File: src/rtl/cdb_broadcaster.sv
// Transmit end of the common data bus. Each functional unit has its own completion FIFO.
// A round-robin arbiter picks one FIFO head per cycle and drives it onto the registered bus.
module cdb_broadcaster #(
  parameter int NUM_FU = 4,
  parameter int DEPTH  = 2,
  parameter int XLEN   = 32,
  parameter int TAG_W  = 5
) (
  input  logic                        clock,
  input  logic                        reset,
  input  logic                        squash,
  input  logic [NUM_FU-1:0]           fu_valid,
  input  logic [NUM_FU*TAG_W-1:0]     fu_tag,
  input  logic [NUM_FU*XLEN-1:0]      fu_value,
  output logic [NUM_FU-1:0]           fu_ready,
  output logic                        cdb_valid,
  output logic [TAG_W-1:0]            cdb_tag,
  output logic [XLEN-1:0]             cdb_value,
  output logic [$clog2(NUM_FU)-1:0]   cdb_fu_idx
);

  localparam int IDX_W = $clog2(NUM_FU);
  localparam int PTR_W = $clog2(DEPTH);
  localparam int CNT_W = $clog2(DEPTH + 1);

  logic [TAG_W-1:0] tag_mem [NUM_FU][DEPTH];
  logic [XLEN-1:0]  val_mem [NUM_FU][DEPTH];
  logic [PTR_W-1:0] head    [NUM_FU];
  logic [PTR_W-1:0] tail    [NUM_FU];
  logic [CNT_W-1:0] count   [NUM_FU];

  logic [IDX_W-1:0] rr_ptr;
  logic [IDX_W-1:0] rr_next;
  logic [IDX_W-1:0] grant_idx;
  logic [IDX_W-1:0] cand;
  logic [IDX_W:0]   sum;
  logic             grant_valid;
  logic             flush;
  logic [NUM_FU-1:0] enq;
  logic [NUM_FU-1:0] deq;
  logic [TAG_W-1:0] head_tag;
  logic [XLEN-1:0]  head_value;

  assign flush = reset | squash;

  // Ready comes from occupancy alone, so a full FIFO never accepts even when granted.
  always_comb begin
    fu_ready = '0;
    enq      = '0;
    deq      = '0;
    for (int i = 0; i < NUM_FU; i++) begin
      fu_ready[i] = (count[i] != CNT_W'(DEPTH));
      enq[i]      = fu_valid[i] & fu_ready[i];
      deq[i]      = grant_valid & (grant_idx == IDX_W'(i));
    end
  end

  always_comb begin
    grant_valid = 1'b0;
    grant_idx   = '0;
    sum         = '0;
    cand        = '0;
    for (int k = 0; k < NUM_FU; k++) begin
      sum = {1'b0, rr_ptr} + (IDX_W+1)'(k);
      if (sum >= (IDX_W+1)'(NUM_FU)) begin
        sum = sum - (IDX_W+1)'(NUM_FU);
      end
      cand = sum[IDX_W-1:0];
      if (!grant_valid && (count[cand] != '0)) begin
        grant_valid = 1'b1;
        grant_idx   = cand;
      end
    end
  end

  always_comb begin
    rr_next    = (grant_idx == IDX_W'(NUM_FU - 1)) ? '0 : grant_idx + IDX_W'(1);
    head_tag   = tag_mem[grant_idx][head[grant_idx]];
    head_value = val_mem[grant_idx][head[grant_idx]];
  end

  always_ff @(posedge clock) begin
    for (int i = 0; i < NUM_FU; i++) begin
      if (!flush && enq[i]) begin
        tag_mem[i][tail[i]] <= fu_tag[i*TAG_W +: TAG_W];
        val_mem[i][tail[i]] <= fu_value[i*XLEN +: XLEN];
      end
    end
  end

  always_ff @(posedge clock) begin
    if (flush) begin
      rr_ptr     <= '0;
      cdb_valid  <= 1'b0;
      cdb_tag    <= '0;
      cdb_value  <= '0;
      cdb_fu_idx <= '0;
      for (int i = 0; i < NUM_FU; i++) begin
        head[i]  <= '0;
        tail[i]  <= '0;
        count[i] <= '0;
      end
    end else begin
      if (grant_valid) begin
        rr_ptr <= rr_next;
      end
      for (int i = 0; i < NUM_FU; i++) begin
        if (enq[i]) begin
          tail[i] <= tail[i] + PTR_W'(1);
        end
        if (deq[i]) begin
          head[i] <= head[i] + PTR_W'(1);
        end
        if (enq[i] && !deq[i]) begin
          count[i] <= count[i] + CNT_W'(1);
        end else if (!enq[i] && deq[i]) begin
          count[i] <= count[i] - CNT_W'(1);
        end
      end
      // Idle cycles drive zeros so no stale tag can match a snooper.
      cdb_valid  <= grant_valid;
      cdb_tag    <= grant_valid ? head_tag   : '0;
      cdb_value  <= grant_valid ? head_value : '0;
      cdb_fu_idx <= grant_valid ? grant_idx  : '0;
    end
  end

endmodule

File: config.mk
export PLATFORM = sky130hd
export DESIGN_NAME = cdb_broadcaster
export DESIGN_NICKNAME = d
export VERILOG_FILES = /design/src/rtl/cdb_broadcaster.sv
export SDC_FILE = /design/constraint.sdc
export NUM_CORES = 1
export LEC_CHECK = 0
export ABC_CLOCK_PERIOD_IN_PS = 10590
export BUFFER_PORTS_ARGS = -buffer_cell sky130_fd_sc_hd__buf_2
export CORE_MARGIN = 8
export CORE_UTILIZATION = 50
export DETAILED_ROUTE_END_ITERATION = 16
export PLACE_DENSITY_LB_ADDON = 0.05
export REMOVE_ABC_BUFFERS = 1
export SLEW_MARGIN = 20
export SYNTH_ARGS = -nofsm -noshare
export SYNTH_HDL_FRONTEND = slang
export SYNTH_SLANG_ARGS = --single-unit
File: constraint.sdc
create_clock -name clock -period 10.59 [get_ports clock]
set_input_delay 0.5295 -clock clock [delete_from_list [all_inputs] [get_ports clock]]
set_output_delay 0.5295 -clock clock [all_outputs]
set_load 0.01 [all_outputs]
==> metrics.csv <==
metric,value,unit
status,finished clean,
fraction of layout cells with a size suffix above 1,0.295,
Area growth syn-to-layout,18.7,%
Post-CTS Setup Inserts,0,
post-cts hold buffer count,0,
Synth warnings,0,
CTS tree,done,
boundary pin count,199,
port bufs,198,
Total GRT Usage,0.207,
Worst path top cell family by delay,buffers and inverters,
period utilisation layout,0.419,
fin crit period,4440,ps
"slowest stage delay, CP",710,ps
die area,0.0334,mm^2
dpl ws,6150,ps
WL per Instance,23.0,um
final RePlAce weighted congestion,0.807,
multiplexer share of the synthesized area,0.0307,
worst setup margin,6150,ps
highest-count cells in the layout ignoring fill and taps,"edfxtp_1 (312), buf_2 (198), a21oi_1 (119)",
"Remaining Overflow, GRT",0,
DP HPWL,20800,um
initial drt markers,715,
Synth Area in XOR/XNOR,0.00441,
vias in the first global route,8988,
RSZ-0062 raised after global routing,no,
Max Cap Viol,0,
distinct cell type count after synthesis,53,
slew margin rel.,0.287,
Post-synth EDFFs,312,
Final Util,0.598,
Die Y,183,um
CP startpoint kind,flip-flop,
clock net sink count,356,
fillcell total,2141,
CP Cell Sequence,nor4b_2 > nor4_2 > o31ai_4 > buf_4 > nand2_4 > inv_4 > buf_4 > ha_1 > nand2_1 > xnor2_1 > nand2_1,
worst slew pin tran,1070,ps
Syn Area/Cell,15.1,um^2
DRC viols,0,
Post-Syn Area,0.0139,mm^2
cts bufs inserted,38,
adder-cell share of the synthesized area,0.00450,
Yosys top cell area share,0.675,
Post-Synthesis Cells,921,
Vias per Instance,5.69,
"most common cell after layout, fill and taps aside",edfxtp_1,
Synth Area in Compound Gates,0.125,
initial antenna violation count,0,
register bit total from synthesis,356,
ANT nets after route,0,
slowest CP cell,buf_4,
Cell Pwr Density,307,mW/mm^2
Hold WC Path Type,input port to flip-flop,
post_cts resized,0,
Worst-Skew Late Latency,520,ps
final setup TNS,0,ps
Longest Clk Path Bufs,3,
Final #Nets,1275,
final setup vio count,0,
"CTS clk-pin slew, worst paths",60,ps
detailed-route via count,8662,
1st-pass router iterations,5,
f_max,225,MHz
worst-path fanout max,61,
final cell count without fillers,1523,
crit path buf inv count,3,
root buffer cell,clkbuf_16,
largest net degree at the start of global routing,94,
Post-synth ARST share,0,
Die W,183,um
final hold violations,0,
Synth area leaders,"edfxtp_1 (67%), dfxtp_1 (6.3%), a21oi_1 (4.3%), mux2_2 (3.0%), nand2_1 (2.7%)",
WP data required,10820,ps
Pins Over Slew Limit,0,
Lkg Pwr,0.00612,uW
WHS,190,ps
register area share after synthesis,0.738,
placed cells,1453,
CP Capture Type,flip-flop,
clk_skew,13.9,ps
"Arr. time, crit path",4670,ps
drt total wl,35000,um
dominant cell type by area after synthesis,edfxtp_1,
VDD IR max,236,uV
core area,0.0276,mm^2
Row Count,61,
top_reg_cell synth,edfxtp_1,
H-Tree Depth,2,
Worst Setup Path Type,flip-flop to flip-flop,
first-pass GRT wire length,52900,um
n_diodes,0,
main combinational cell family by area after synthesis,compound AO/OA/AOI/OAI gates,
Post-Synth Simple-Gate Area,0.0690,
initial core utilization,0.504,
sequential cells by signal, indices dropped and copies added, names as in the netlist, named ones only:
| register | cells |
|---|---|
| val_mem | 256 |
| tail | 4 |
| count | 8 |
| head | 4 |
| cdb_valid | 1 |
| rr_ptr | 2 |
| tag_mem | 40 |
| cdb_value | 32 |
| cdb_tag | 5 |
| cdb_fu_idx | 2 |
per-stage QoR:
step / instance area, um^2 / power [uW]
after floorplan: 13500 / 3160
after global placement: 15200 / 3750
after detailed placement: 15200 / 3770
after CTS: 16500 / 5100
after global routing: 16500 / 5340
final: 16500 / 5060
final timing paths:
check	from	end	slack, ps	depth (start not counted)
hold / removal	fu_value[100]	val_mem[3][4]	190	1
setup reg to reg	count[2][0]	count[0][1]	6150	11
setup / recovery	count[2][0]	count[0][1]	6150	11
hold reg to reg	head[3]	head[3]	560	1
final cells by class:
cell class              instances  area (um^2)  share of cell area
clock inverters                12          150             0.00911
multi-input cells             490         3310               0.201
repair buffers                220         1160              0.0701
clock buffers                  58         1110              0.0671
inverters                       9         36.3             0.00220
flip-flops and latches        356        10200               0.622
well taps                     378          473              0.0287
where the power goes:
part | total (uW) | switching (uW) | internal, uW
logic | 2050 | 1270 | 782
registers | 1680 | 47.1 | 1640
clock network | 1320 | 523 | 796
metal layers:
| metal | track usage | share of wire | vias up |
|---|---|---|---|
| li1 | - | - | 3975 |
| met1 | 0.284 | 0.44 | 4291 |
| met2 | 0.331 | 0.47 | 344 |
| met3 | 0.0398 | 0.064 | 52 |
| met4 | 0.0643 | 0.023 | 0 |
| met5 | 0 | 0 | - |
logic make-up (layout without fill, tap and decap cells):
group           count (synthesis)  in the layout
compound gates                248            248
xor+xnor                        7              7
fa+ha+maj                       5              5
buf+inv                        75            299
flops                         356            356
mux                            38             38
simple gates                  192            192
Yosys cell counts, drive strengths merged, types with 4 or more instances:
master / number
nand2: 100
xnor2: 4
nor3: 16
buf: 38
o211ai: 38
a221o: 37
nor4: 4
mux2: 37
and3: 37
dfxtp: 44
edfxtp: 312
clkbuf: 28
inv: 8
ha: 5
a21oi: 120
a32oi: 4
nor3b: 6
nor2: 13
a211o: 37
Power figures use the tool's default switching activity.
